**src/rtl/alu_uart_sequencer.sv**
```systemverilog
// Frame sequencer between a UART byte stream and the ALU: captures operand 1, opcode and
// operand 2, waits out the ALU latency, then hands the result to the UART transmitter.
module alu_uart_sequencer #(
    parameter int NB_DATA        = 8,
    parameter int NB_OPCODE      = 6,
    parameter int ALU_LATENCY    = 2,
    parameter int TIMEOUT_CYCLES = 100000
) (
    input  logic                 i_clock,
    input  logic                 i_reset,
    input  logic [NB_DATA-1:0]   i_rx_data,
    input  logic                 i_rx_done,
    input  logic                 i_tx_done,
    input  logic [NB_DATA-1:0]   i_alu_result,
    output logic [NB_DATA-1:0]   o_operando_1,
    output logic [NB_DATA-1:0]   o_operando_2,
    output logic [NB_OPCODE-1:0] o_opcode,
    output logic [NB_DATA-1:0]   o_tx_data,
    output logic                 o_tx_start,
    output logic                 o_busy,
    output logic                 o_timeout,
    output logic                 o_overrun
);

    localparam int NB_LAT = (ALU_LATENCY > 1) ? $clog2(ALU_LATENCY + 1) : 1;
    localparam int NB_TMO = (TIMEOUT_CYCLES > 2) ? $clog2(TIMEOUT_CYCLES) : 1;

    localparam logic [NB_LAT-1:0] LAT_LAST = NB_LAT'(ALU_LATENCY - 1);
    localparam logic [NB_TMO-1:0] TMO_LAST = NB_TMO'(TIMEOUT_CYCLES - 1);

    typedef enum logic [2:0] {
        S_OP1,
        S_OPCODE,
        S_OP2,
        S_EXEC,
        S_TX_WAIT
    } state_t;

    state_t              r_state;
    logic [NB_LAT-1:0]   r_lat_cnt;
    logic [NB_TMO-1:0]   r_tmo_cnt;
    logic [NB_DATA-1:0]  r_operando_1;
    logic [NB_DATA-1:0]  r_operando_2;
    logic [NB_OPCODE-1:0] r_opcode;
    logic [NB_DATA-1:0]  r_tx_data;
    logic                r_tx_start;
    logic                r_busy;
    logic                r_timeout;
    logic                r_overrun;

    logic w_tmo_hit;
    logic w_lat_hit;

    assign w_tmo_hit = (r_tmo_cnt == TMO_LAST);
    assign w_lat_hit = (r_lat_cnt == LAT_LAST);

    // Upper bits of the opcode byte are deliberately discarded.
    generate
        if (NB_DATA > NB_OPCODE) begin : g_opcode_trunc
            logic w_unused_rx_hi;
            assign w_unused_rx_hi = ^i_rx_data[NB_DATA-1:NB_OPCODE];
        end
    endgenerate

    always_ff @(posedge i_clock) begin
        if (i_reset) begin
            r_state      <= S_OP1;
            r_lat_cnt    <= '0;
            r_tmo_cnt    <= '0;
            r_operando_1 <= '0;
            r_operando_2 <= '0;
            r_opcode     <= '0;
            r_tx_data    <= '0;
            r_tx_start   <= 1'b0;
            r_busy       <= 1'b0;
            r_timeout    <= 1'b0;
            r_overrun    <= 1'b0;
        end else begin
            r_tx_start <= 1'b0;
            r_timeout  <= 1'b0;
            r_overrun  <= 1'b0;
            case (r_state)
                S_OP1: begin
                    if (i_rx_done) begin
                        r_operando_1 <= i_rx_data;
                        r_tmo_cnt    <= '0;
                        r_state      <= S_OPCODE;
                    end
                end
                S_OPCODE: begin
                    if (i_rx_done) begin
                        r_opcode  <= i_rx_data[NB_OPCODE-1:0];
                        r_tmo_cnt <= '0;
                        r_state   <= S_OP2;
                    end else if (w_tmo_hit) begin
                        r_tmo_cnt <= '0;
                        r_timeout <= 1'b1;
                        r_state   <= S_OP1;
                    end else begin
                        r_tmo_cnt <= r_tmo_cnt + 1'b1;
                    end
                end
                S_OP2: begin
                    if (i_rx_done) begin
                        r_operando_2 <= i_rx_data;
                        r_tmo_cnt    <= '0;
                        r_lat_cnt    <= '0;
                        r_busy       <= 1'b1;
                        r_state      <= S_EXEC;
                    end else if (w_tmo_hit) begin
                        r_tmo_cnt <= '0;
                        r_timeout <= 1'b1;
                        r_state   <= S_OP1;
                    end else begin
                        r_tmo_cnt <= r_tmo_cnt + 1'b1;
                    end
                end
                S_EXEC: begin
                    r_overrun <= i_rx_done;
                    if (w_lat_hit) begin
                        r_tx_data  <= i_alu_result;
                        r_tx_start <= 1'b1;
                        r_state    <= S_TX_WAIT;
                    end else begin
                        r_lat_cnt <= r_lat_cnt + 1'b1;
                    end
                end
                S_TX_WAIT: begin
                    if (i_tx_done) begin
                        r_busy <= 1'b0;
                        if (i_rx_done) begin
                            r_operando_1 <= i_rx_data;
                            r_tmo_cnt    <= '0;
                            r_state      <= S_OPCODE;
                        end else begin
                            r_state <= S_OP1;
                        end
                    end else begin
                        r_overrun <= i_rx_done;
                    end
                end
                default: begin
                    r_busy  <= 1'b0;
                    r_state <= S_OP1;
                end
            endcase
        end
    end

    assign o_operando_1 = r_operando_1;
    assign o_operando_2 = r_operando_2;
    assign o_opcode     = r_opcode;
    assign o_tx_data    = r_tx_data;
    assign o_tx_start   = r_tx_start;
    assign o_busy       = r_busy;
    assign o_timeout    = r_timeout;
    assign o_overrun    = r_overrun;

endmodule
```
**config.mk**
```make
export PLATFORM = sky130hd
export DESIGN_NAME = alu_uart_sequencer
export DESIGN_NICKNAME = d
export VERILOG_FILES = /design/src/rtl/alu_uart_sequencer.sv
export SDC_FILE = /design/constraint.sdc
export NUM_CORES = 1
export LEC_CHECK = 0
export BUFFER_PORTS_ARGS = -buffer_cell sky130_fd_sc_hd__buf_2
export CAP_MARGIN = 30
export CORE_AREA = 2 2 73 75
export DETAILED_ROUTE_END_ITERATION = 8
export DIE_AREA = 0 0 75 77
export GPL_TIMING_DRIVEN = 0
export PLACE_DENSITY = 0.84
export REMOVE_ABC_BUFFERS = 1
export SYNTH_ARGS = -nofsm -noshare
export SYNTH_HDL_FRONTEND = slang
export SYNTH_SLANG_ARGS = --single-unit
```
**constraint.sdc**
```tcl
create_clock -name i_clock -period 2.15 [get_ports i_clock]
set_input_delay 0.43 -clock i_clock [delete_from_list [all_inputs] [get_ports i_clock]]
set_output_delay 0.43 -clock i_clock [all_outputs]
set_load 0.01 [all_outputs]
```
==> summary.md, run 1 <==
| Metric | Value |
|---|---|
| Status | `finished clean` |
| Seq pwr share | `54.1%` |
| Total Routing Usage GR | `roughly a fifth` |
| Synth Instances | `272` |
| Netlist cell types | `41` |
| Fin crit share | `around 93%` |
| Fmax | `503 MHz` |
| Arrival time at the worst endpoint | `approximately 2200 ps` |
| Worst-Skew Late Latency | `320 ps` |
| Switching pwr | `between 0.4 and 0.5 mW` |
| Vias | `2086` |
| CP startpoint | `r_state[0]` |
| Pint | `1.51 mW` |
| Vias per Instance | `5.34` |
| CP Data Required Time | `around 2400 ps` |
| Cts bufs inserted | `5` |
| Port Buffer Count | `53` |
| Met3 routed WL | `169 um` |
| H-tree levels | `2` |
| Detailed Route Iter0 Violations | `around 150` |
| Final Wtd Congestion | `between 0.7 and 0.8` |
| First-pass GRT wire length | `approximately 8700 um` |
| Seq/Total Area, Yosys | `46.5%` |
| Hold_buf cts | `0` |
| Die area | `5780 um^2` |
| Die height | `approximately 77 um` |
| Total wire length | `around 5200 um` |
| VDD IR max | `0.402 mV` |
| Antenna Nets Post-Route | `0` |
| Final setup viols | `0` |
| Util after Layout | `between 50% and 60%` |
| CTS clk-pin slew, worst paths | `110 ps` |
| RSZ-0062 raised after global routing | `no` |
| Switching Share | `24.8%` |
| GRT overflow | `0` |
| HP Class | `input pin to register` |
| DP HPWL | `3580 um` |
| CP Capture Type | `register` |
| Rel. slew slack | `51.7%` |
| WL met2 | `2670 um` |
| Final #Nets | `342` |
| Lkg Pwr | `1.10 nW` |
| Top routing layer in use | `met4` |
| N_diodes | `0` |
| Yosys warning total | `0` |
| Initial antenna violation count | `0` |
| # fillers | `440` |
| Number of global-route vias before repair | `a little over 2k` |
| Reg2Reg Launch Point | `r_state[0]` |
| Final Hold Viols | `0` |
| Clock share of power | `a little over a third` |
| FF-to-FF path depth | `5` |
| Synth Register Bits | `56` |
| Power Dens Cells | `706 nW/um^2` |
| Post-DR wirelength/cell | `13.3 um` |
| Minimum clock period | `1990 ps` |
| Syn Std Cell Area | `2410 um^2` |
| Setup crit end | `r_tmo_cnt[11]` |
| Setup Skew | `15.2 ps` |
| Die Span X | `75 um` |
| I/O pin count | `54` |
| Starting Density | `48.4%` |
| Max Root-Sink Buffers | `2` |
| Crit Path Category | `register to register` |
| Maxcap violations | `0` |
| Synth Area per Inst | `8.86 um^2` |
| Share of cells above drive strength 1 | `~22%` |
| CORE AREA | `4980 um^2` |
| Flop2flop setup slack | `160 ps` |
| Standard-cell rows | `26` |
| Worst-Margin Slew | `714 ps` |
| Metal-1 WL | `between 2000 and 2500 um` |
| Ys async rst share | `0%` |
| Crit Path Max Fanout | `32` |
| Post-synth EDFFs | `0` |
| Clk sink count | `56` |
| CTS root buffer | `clkbuf_8` |
| Comb power frac | `between 10 and 15%` |
| Drt first pass iters | `4` |
| CTS tree | `yes` |
| Critical path launch point type | `register` |
| Place WS | `-27.9 ps` |
| Area Growth Syn to Fin | `18.3%` |
| Commonest non-fill, non-tap cell in the layout | `dfxtp_1` |
| Reg-to-Reg End | `r_tmo_cnt[11]` |
| Largest net degree at the start of global routing | `42` |
| DRC | `0` |
| Fin worst setup slack | `161 ps` |
| Commonest non-fill, non-tap cells in the layout | `dfxtp_1 (55), buf_2 (53), nand2_1 (43)` |
| Fin. max-slew vios | `0` |
| Leading register cell type out of synthesis | `dfxtp_1` |
==> repair_timing <==
action	in CTS	in global routing
gates resized for setup	0	1
setup endpoints to repair	0	17
buffers inserted	0	1
==> Yosys cell counts, types with 2 or more instances <==
| master | instances | area share (%) |
|---|---|---|
| and4_1 | 2 | 0.73 |
| nand2_1 | 43 | 6.7 |
| or4_1 | 9 | 2.8 |
| mux2i_1 | 15 | 6.2 |
| nand4_1 | 5 | 1.3 |
| nor2_1 | 25 | 3.9 |
| and2_1 | 4 | 1.0 |
| nor2b_1 | 2 | 0.52 |
| nor4bb_1 | 5 | 2.1 |
| nand3_1 | 4 | 0.83 |
| a21oi_1 | 35 | 7.3 |
| or3_1 | 5 | 1.3 |
| buf_2 | 5 | 1.0 |
| clkbuf_1 | 7 | 1.1 |
| ha_1 | 2 | 1.0 |
| inv_1 | 5 | 0.78 |
| or4_4 | 2 | 0.93 |
| buf_6 | 2 | 0.93 |
| a21oi_2 | 2 | 0.73 |
| o21ai_0 | 7 | 1.5 |
| o31ai_1 | 10 | 3.1 |
| dfxtp_1 | 56 | 47 |
| nor4_1 | 2 | 0.52 |
==> flip-flops by register name, indices dropped and copies added, names as in the netlist <==
signal	count
o_operando_2	8
o_busy	1
o_timeout	1
o_overrun	1
o_tx_data	8
o_operando_1	8
o_opcode	6
r_state	3
o_tx_start	1
r_tmo_cnt	17
r_lat_cnt	2
==> through the flow <==
stage               setup TNS [ps]  cells  area, um^2  hold slack, ps  power [mW]
detailed placement           -83.5    382        2720             444        1.33
floorplan                    -3360    257        2330             454        1.23
global route                     0    391        2850             350        2.09
global placement            -15900    380        2690             439        1.30
finish                           0    391        2850             335        2.01
CTS                              0    390        2830             335        2.01
==> logic make-up (layout without fill, tap and decap cells) <==
kind of cell / count (synthesis) / count (layout) / share of synthesized area [%]
AND/OR/NAND/NOR: 118 / 118 / 26.9
AO/OA/AOI/OAI: 59 / 59 / 14.5
flip-flops: 56 / 56 / 46.5
buffers and inverters: 20 / 69 / 4.00
multiplexers: 15 / 15 / 6.23
adder cells (fa/ha/maj): 2 / 2 / 1.04
XOR/XNOR: 2 / 2 / 0.727
==> metal layers <==
layer	global-route usage (%)	up-vias
li1	-	1065
met5	0	-
met3	3.94	5
met2	32.4	31
met1	22.9	985
met4	5.89	0
==> how the worst min path moves through the flow <==
stage | startpoint | slack [ps] | endpoint | cells past startpoint
2_1_floorplan | r_lat_cnt[1] | 450 | r_lat_cnt[1] | 2
3_3_place_gp | o_operando_2[7] | 440 | o_operando_2[7] | 2
3_5_place_dp | o_operando_2[6] | 440 | o_operando_2[6] | 2
4_1_cts | i_alu_result[5] | 330 | o_tx_data[5] | 3
5_1_grt | i_alu_result[5] | 350 | o_tx_data[5] | 3
6_report | i_alu_result[0] | 330 | o_tx_data[0] | 3
==> critical path, cell delays in order, from the launching register on <==
cell and delay, ps:
dfxtp_1 460, nor4bb_1 520, a211oi_4 80, buf_8 200, or4_1 510, a21oi_1 150
==> final cells by class <==
class / count / area [um^2] / share of cell area, %
inverters: 5 / 18.8 / 0.658
multi-input cells: 196 / 1200 / 42.1
flip-flops and latches: 56 / 1120 / 39.4
clock buffers: 6 / 72.6 / 2.55
repair buffers: 56 / 310 / 10.9
clock inverters: 2 / 38.8 / 1.36
well taps: 70 / 87.6 / 3.07
==> power by group through the flow <==
stage | Combinational, mW | Sequential [mW] | Clock, mW
3_3_place_gp | 0.194 | 1.11 | 0
3_5_place_dp | 0.214 | 1.11 | 0
4_1_cts | 0.215 | 1.09 | 0.710
2_1_floorplan | 0.111 | 1.12 | 0
6_report | 0.226 | 1.09 | 0.697
5_1_grt | 0.249 | 1.09 | 0.749
(Power assumes the default switching activity.)
==> inputs of run 2 (changes only) <==
Settings changed: CORE_AREA 2 2 73 75 to 2 2 90 92, CTS_BUF_LIST from default to sky130_fd_sc_hd__clkbuf_4 sky130_fd_sc_hd__clkbuf_8 sky130_fd_sc_hd__clkbuf_16, DIE_AREA 0 0 75 77 to 0 0 92 94, PLACE_DENSITY 0.84 to 0.62.
==> run 2 against run 1 <==
Effect of this change:
- count of clock-buffer cells in the layout did not move
- final area rose by 1.7%
- clock power rose by 1%
- register-to-register slack barely moved
- setup slack improved by 9.0 ps
- sequential cell count did not move
- die area rose by 50%
- first-iteration DRC count fell by 52%
- via count barely moved
- worst hold slack improved by 11 ps
- power rose by 0.45%
- largest cell class unchanged
- largest power group unchanged
- highest routed layer unchanged
==> summary.md, run 2 (same netlist as run 1, synthesis figures left out) <==
| Metric | Value |
|---|---|
| Rel. slew slack | `49.8% (-1.9 points)` |
| HP Class | `input pin to register` |
| Minimum clock period | `1980 ps (-9.00 ps)` |
| Standard-cell rows | `32 (+23%)` |
| Status | `finished clean` |
| DP HPWL | `3650 um (+1.8%)` |
| Total wire length | `5350 um (+2.7%)` |
| Largest Register | `r_tmo_cnt` |
| Worst-Margin Slew | `749 ps (+34.9 ps)` |
| Final #Nets | `342 (unchanged)` |
| Reg2Reg Launch Point | `r_state[0]` |
| Total Routing Usage GR | `13.2% (-5.6 points)` |
| CP startpoint | `r_state[0]` |
| Cell Count Post-Placement | `414 (+8.4%)` |
| CTS tree | `yes` |
| Arrival time at the worst endpoint | `2230 ps (about the same)` |
| RSZ-0062 raised after global routing | `no` |
| Maxcap violations | `0 (unchanged)` |
| Hold_buf cts | `0 (unchanged)` |
| Critical path launch point type | `register` |
| Die area | `8650 um^2 (+50%)` |
| N_diodes | `0 (unchanged)` |
| Starting Density | `31.7% (-17 points)` |
| Port Buffer Count | `53 (unchanged)` |
| Area Growth Syn to Fin | `20.2%` |
| CP top delay family | `simple AND/OR/NAND/NOR gates` |
| Share of cells above drive strength 1 | `23.1% (+0.62 points)` |
| Final Hold Viols | `0 (unchanged)` |
| CP Data Required Time | `2400 ps (about the same)` |
| Util after Layout | `38.1% (-19 points)` |
| DRC | `0 (unchanged)` |
| Fin crit share | `92.1% (-0.42 points)` |
| Final setup viols | `0 (unchanged)` |
| Flop2flop setup slack | `170 ps (about the same)` |
| Largest net degree at the start of global routing | `42 (unchanged)` |
| Crit Path Max Fanout | `22 (-31%)` |
| Antenna Nets Post-Route | `0 (unchanged)` |
| Drt first pass iters | `4 (unchanged)` |
| Final Wtd Congestion | `0.758 (+0.19%)` |
| CTS root buffer | `clkbuf_8` |
| Lkg Pwr | `1.10 nW (+0.47%)` |
| Max reg flops | `17 (unchanged)` |
| CORE AREA | `7610 um^2 (+53%)` |
| Commonest non-fill, non-tap cell in the layout | `dfxtp_1` |
| Detailed Route Iter0 Violations | `70 (-52%)` |
| Number of global-route vias before repair | `1916 (-5.7%)` |
| Clk sink count | `56 (unchanged)` |
| Cts bufs inserted | `5 (unchanged)` |
| Non-Filler Instances | `423 (+8.2%)` |
| Worst-path cell chain | `nor4bb_1 > a211oi_4 > buf_8 > or4_1 > a21oi_1` |
| Initial antenna violation count | `0 (unchanged)` |
| I/O pin count | `54 (unchanged)` |
| Total power | `2.02 mW (+0.45%)` |
| Crit-path max cell delay | `500 ps (-20 ps)` |
| Worst-Skew Late Latency | `310 ps (about the same)` |
| Power Dens Cells | `697 nW/um^2 (-1.2%)` |
| VDD IR max | `0.323 mV (-20%)` |
| H-tree levels | `2 (unchanged)` |
| Max Root-Sink Buffers | `2 (unchanged)` |
| Critical path's slowest cell | `or4_1` |
| Vias | `2085 (-0.048%)` |
| First-pass GRT wire length | `9180 um (+5.0%)` |
| Post-DR wirelength/cell | `12.6 um (-5.0%)` |
| Die Span X | `92 um (+23%)` |
| Vias per Instance | `4.93 (-7.6%)` |
| CP Capture Type | `register` |
| Commonest non-fill, non-tap cells in the layout | `dfxtp_1 (55), buf_2 (53), nand2_1 (43)` |
| Hold path start | `i_alu_result[5]` |
| CTS clk-pin slew, worst paths | `100 ps (about the same)` |
| Buf/Inv on CP | `1 (unchanged)` |
| Crit Path Category | `register to register` |
| Fin. max-slew vios | `0 (unchanged)` |
| Fmax | `505 MHz (+0.45%)` |
| GRT overflow | `0 (unchanged)` |
| Die height | `94 um (+22%)` |
| Setup Skew | `6.29 ps (-8.94 ps)` |
## run 2: routing by layer
metal / routed length, um / global-route usage [%] / up-vias
li1: - / - / 1069
met1: 2490 / 17.5 / 962
met2: 2530 / 20.8 / 47
met3: 245 / 3.29 / 7
met4: 85 / 4.85 / 0
met5: 0 / 0 / -
## run 2: worst min-delay path, stage by stage
cell and delay [ps]:
buf_2 100, nand2_1 40, a21oi_1 50
## run 2: metrics by stage
| stage | instance area [um^2] | worst slack [ps] | hold slack, ps | TNS (ps) |
|---|---|---|---|---|
| 2_1_floorplan | 2330 | -204 | 454 | -3360 |
| 3_3_place_gp | 2730 | -1030 | 440 | -19770 |
| 3_5_place_dp | 2760 | -118 | 446 | -1320 |
| 4_1_cts | 2880 | 5.07 | 340 | 0 |
| 5_1_grt | 2900 | 6.59 | 331 | 0 |
| 6_report | 2900 | 170 | 346 | 0 |
## run 2: timing repair
| action | 4_1_cts | 5_1_grt |
|---|---|---|
| resized for setup | 0 | 1 |
| pin swaps | 1 | 1 |
| gates cloned | 0 | 0 |
| setup buffers | 0 | 1 |
| setup endpoints to repair | 2 | 17 |
## run 2: path summary, 6_finish.rpt
path                            cells past startpoint            end
worst max-delay path                                5  r_tmo_cnt[11]
worst max register to register                      5  r_tmo_cnt[11]
worst min-delay path                                3   o_tx_data[5]
worst min register to register                      2   o_tx_data[5]
## run 2: area by class of cell
class | instances | area (um^2)
clock buffer | 6 | 76.3
clock inverter | 2 | 38.8
fill | 822 | 4710
inverter | 5 | 18.8
multi-input combinational | 196 | 1210
sequential | 56 | 1120
tap | 102 | 128
timing repair buffer | 56 | 308
## run 2: report_power, final
group | switching [mW] | internal, mW
combinational | 0.131 | 0.0960
clock | 0.341 | 0.365
sequential | 0.0232 | 1.06
==> inputs of run 3 (changes only) <==
--- a/config.mk
+++ b/config.mk
@@ -13,5 +13,4 @@
 export DIE_AREA = 0 0 92 94
 export GPL_TIMING_DRIVEN = 0
-export PLACE_DENSITY = 0.62
 export REMOVE_ABC_BUFFERS = 1
 export SYNTH_ARGS = -nofsm -noshare
==> constraint.sdc (replaced) <==
create_clock -name i_clock -period 2.15 [get_ports i_clock]
set_input_delay 0.43 -clock i_clock [delete_from_list [all_inputs] [get_ports i_clock]]
set_output_delay 0.43 -clock i_clock [all_outputs]
set_load 0.1 [all_outputs]
==> run 3 against run 2 <==
Effect of this change:
- non-clock buffer count rose by 4
- register-to-register slack got worse by 60 ps
- sequential cell count unchanged
- first-iteration DRC count rose by 14%
- wire length is 0.37% lower
- count of clock-buffer cells in the layout stayed put
- clock power is 16% lower
- sequential share of layout area is 0.13 points lower
- critical path type unchanged
- critical endpoint unchanged
- largest cell class unchanged
- largest power group unchanged
==> summary.md, run 3 (same netlist as run 1, synthesis figures left out) <==
| Metric | Value |
|---|---|
| Non-Filler Instances | `427 (+0.95%)` |
| Crit Path Max Fanout | `21 (-4.5%)` |
| Final Wtd Congestion | `0.726 (-4.1%)` |
| Fin worst setup slack | `112 ps (-57.8 ps)` |
| # fillers | `778 (-5.4%)` |
| Met3 routed WL | `234 um (-4.5%)` |
| Flop2flop setup slack | `110 ps (-60 ps)` |
| CORE AREA | `7610 um^2 (unchanged)` |
| Endpoint, Worst Hold | `o_tx_data[7]` |
| Fin. max-slew vios | `0 (unchanged)` |
| Final Hold Viols | `0 (unchanged)` |
| Antenna Nets Post-Route | `0 (unchanged)` |
| FF-to-FF path depth | `5 (unchanged)` |
| RSZ-0062 raised after global routing | `no` |
| Worst-Margin Slew | `736 ps (-13.3 ps)` |
| Commonest non-fill, non-tap cell in the layout | `dfxtp_1` |
| DP HPWL | `3570 um (-2.1%)` |
| Critical path launch point type | `register` |
| Initial antenna violation count | `0 (unchanged)` |
| Buf/Inv on CP | `1 (unchanged)` |
| CTS tree | `yes` |
| DRC | `0 (unchanged)` |
| Worst-path cell chain | `nor3b_4 > a211oi_4 > buf_8 > or4_1 > a21oi_1` |
| Metal-1 WL | `2480 um (-0.32%)` |
| Rel. slew slack | `50.9% (+1.1 points)` |
| Status | `finished clean` |
| Setup Skew | `10.9 ps (+4.64 ps)` |
| Crit-path max cell delay | `620 ps (+120 ps)` |
| Share of cells above drive strength 1 | `23.7% (+0.64 points)` |
| Register area | `1120 um^2 (-0.11%)` |
| Post-DR wirelength/cell | `12.5 um (-1.3%)` |
| Area of the multi-input gates | `1210 um^2 (unchanged)` |
| Die area | `8650 um^2 (unchanged)` |
| Port Buffer Count | `53 (unchanged)` |
| Critical path's slowest cell | `dfxtp_1` |
| Hold path depth | `3 (unchanged)` |
| Fmax | `491 MHz (-2.8%)` |
| H-tree levels | `2 (unchanged)` |
| Top routing layer in use | `met4` |
| Power Dens Cells | `709 nW/um^2 (+1.7%)` |
| Standard-cell rows | `32 (unchanged)` |
| HP Class | `input pin to register` |
| Crit Path Category | `register to register` |
| Lkg Pwr | `1.11 nW (+0.28%)` |
| CP Capture Type | `register` |
| Cts bufs inserted | `5 (unchanged)` |
| VDD IR max | `0.368 mV (+14%)` |
| Starting Density | `31.7% (unchanged)` |
| N_diodes | `0 (unchanged)` |
| Commonest non-fill, non-tap cells in the layout | `dfxtp_1 (56), buf_2 (53), nand2_1 (43)` |
| CTS root buffer | `clkbuf_8` |
| Max reg flops | `17 (unchanged)` |
| Clk sink count | `56 (unchanged)` |
| Minimum clock period | `2040 ps (+57.8 ps)` |
| First-pass GRT wire length | `8650 um (-5.7%)` |
| Reg-to-Reg End | `r_tmo_cnt[11]` |
| Util after Layout | `38.2% (+0.082 points)` |
| CP top delay family | `simple AND/OR/NAND/NOR gates` |
| Total power | `2.06 mW (+1.9%)` |
| GRT overflow | `0 (unchanged)` |
| Place WS | `-106 ps (+12.3 ps)` |
| Fin crit share | `94.8% (+2.7 points)` |
| CTS clk-pin slew, worst paths | `110 ps (about the same)` |
| PostCTS Resize Cnt | `0 (unchanged)` |
| Total wire length | `5330 um (-0.37%)` |
| Reg2Reg Launch Point | `r_state[1]` |
| Number of global-route vias before repair | `1931 (+0.78%)` |
| Area Growth Syn to Fin | `20.5%` |
| Largest net degree at the start of global routing | `42 (unchanged)` |
| CP Data Required Time | `2400 ps (about the same)` |
| Detailed Route Iter0 Violations | `80 (+14%)` |
| Arrival time at the worst endpoint | `2290 ps (+60 ps)` |
| Total stage count of the critical path | `5 (unchanged)` |
| Die Span X | `92 um (unchanged)` |
| Final #Nets | `346 (+1.2%)` |
| Largest Register | `r_tmo_cnt` |
| Max Root-Sink Buffers | `2 (unchanged)` |
| Drt first pass iters | `5 (+1)` |
| Final setup viols | `0 (unchanged)` |
| Vias | `2159 (+3.5%)` |
| I/O pin count | `54 (unchanged)` |
| Die height | `94 um (unchanged)` |
| Total Routing Usage GR | `12.4% (-0.77 points)` |
| Cell Count Post-Placement | `414 (unchanged)` |
| WL met2 | `2550 um (+0.87%)` |
| Hold path start | `i_alu_result[7]` |
| Maxcap violations | `0 (unchanged)` |
| Vias per Instance | `5.06 (+2.6%)` |
| Worst-Skew Late Latency | `310 ps (about the same)` |
## run 3: cell count changes in the layout (fill, tap and decap cells not counted)
cell	change
buf_4	+4
bufinv_16	-1
clkinv_4	+1
clkinvlp_4	+1
dfxtp_1	+1
dfxtp_2	-1
inv_6	-1
## run 3: worst max path at each step
stage                     slack (ps)         start       endpoint
after floorplan                 -200    r_state[0]  r_tmo_cnt[10]
after global placement         -1030     i_rx_done  r_tmo_cnt[12]
after detailed placement        -110     i_rx_done   r_tmo_cnt[1]
after CTS                         40  r_tmo_cnt[0]   r_tmo_cnt[0]
after global routing               6    r_state[0]    o_opcode[3]
final                            110    r_state[1]  r_tmo_cnt[11]
## run 3: layout make-up
type / count / area share, %
repair buffers: 60 / 11.6
clock buffers: 6 / 2.63
well taps: 102 / 4.39
clock inverters: 2 / 0.560
inverters: 5 / 0.646
multi-input cells: 196 / 41.5
flip-flops and latches: 56 / 38.6
## run 3: routing by layer
| metal | GRT usage, % | vias up |
|---|---|---|
| met5 | 0 | - |
| met4 | 4.48 | 0 |
| met3 | 2.73 | 6 |
| met2 | 21.3 | 47 |
| met1 | 15.4 | 1032 |
| li1 | - | 1074 |
## run 3: tightest hold or removal path, stage by stage
cell,delay (ps)
buf_2,90
nand2_1,40
a21oi_1,50
## run 3: power breakdown
part | switching [mW] | total, mW | internal [mW]
logic | 0.267 | 0.376 | 0.109
registers | 0.0241 | 1.09 | 1.06
clock network | 0.351 | 0.596 | 0.246
## run 3: per-stage QoR
stage	area [um^2]	setup TNS [ps]	hold WS [ps]
after floorplan	2330	-3360	454
after global placement	2730	-20680	439
after detailed placement	2760	-1430	445
after CTS	2850	0	335
after global routing	2900	0	347
final	2900	0	343
## run 3: what timing repair did
item                       in CTS  in global routing
hold buffers                    0                  0
setup buffers                   0                  5
setup endpoints to repair       0                 17
hold endpoints to repair        0                  0
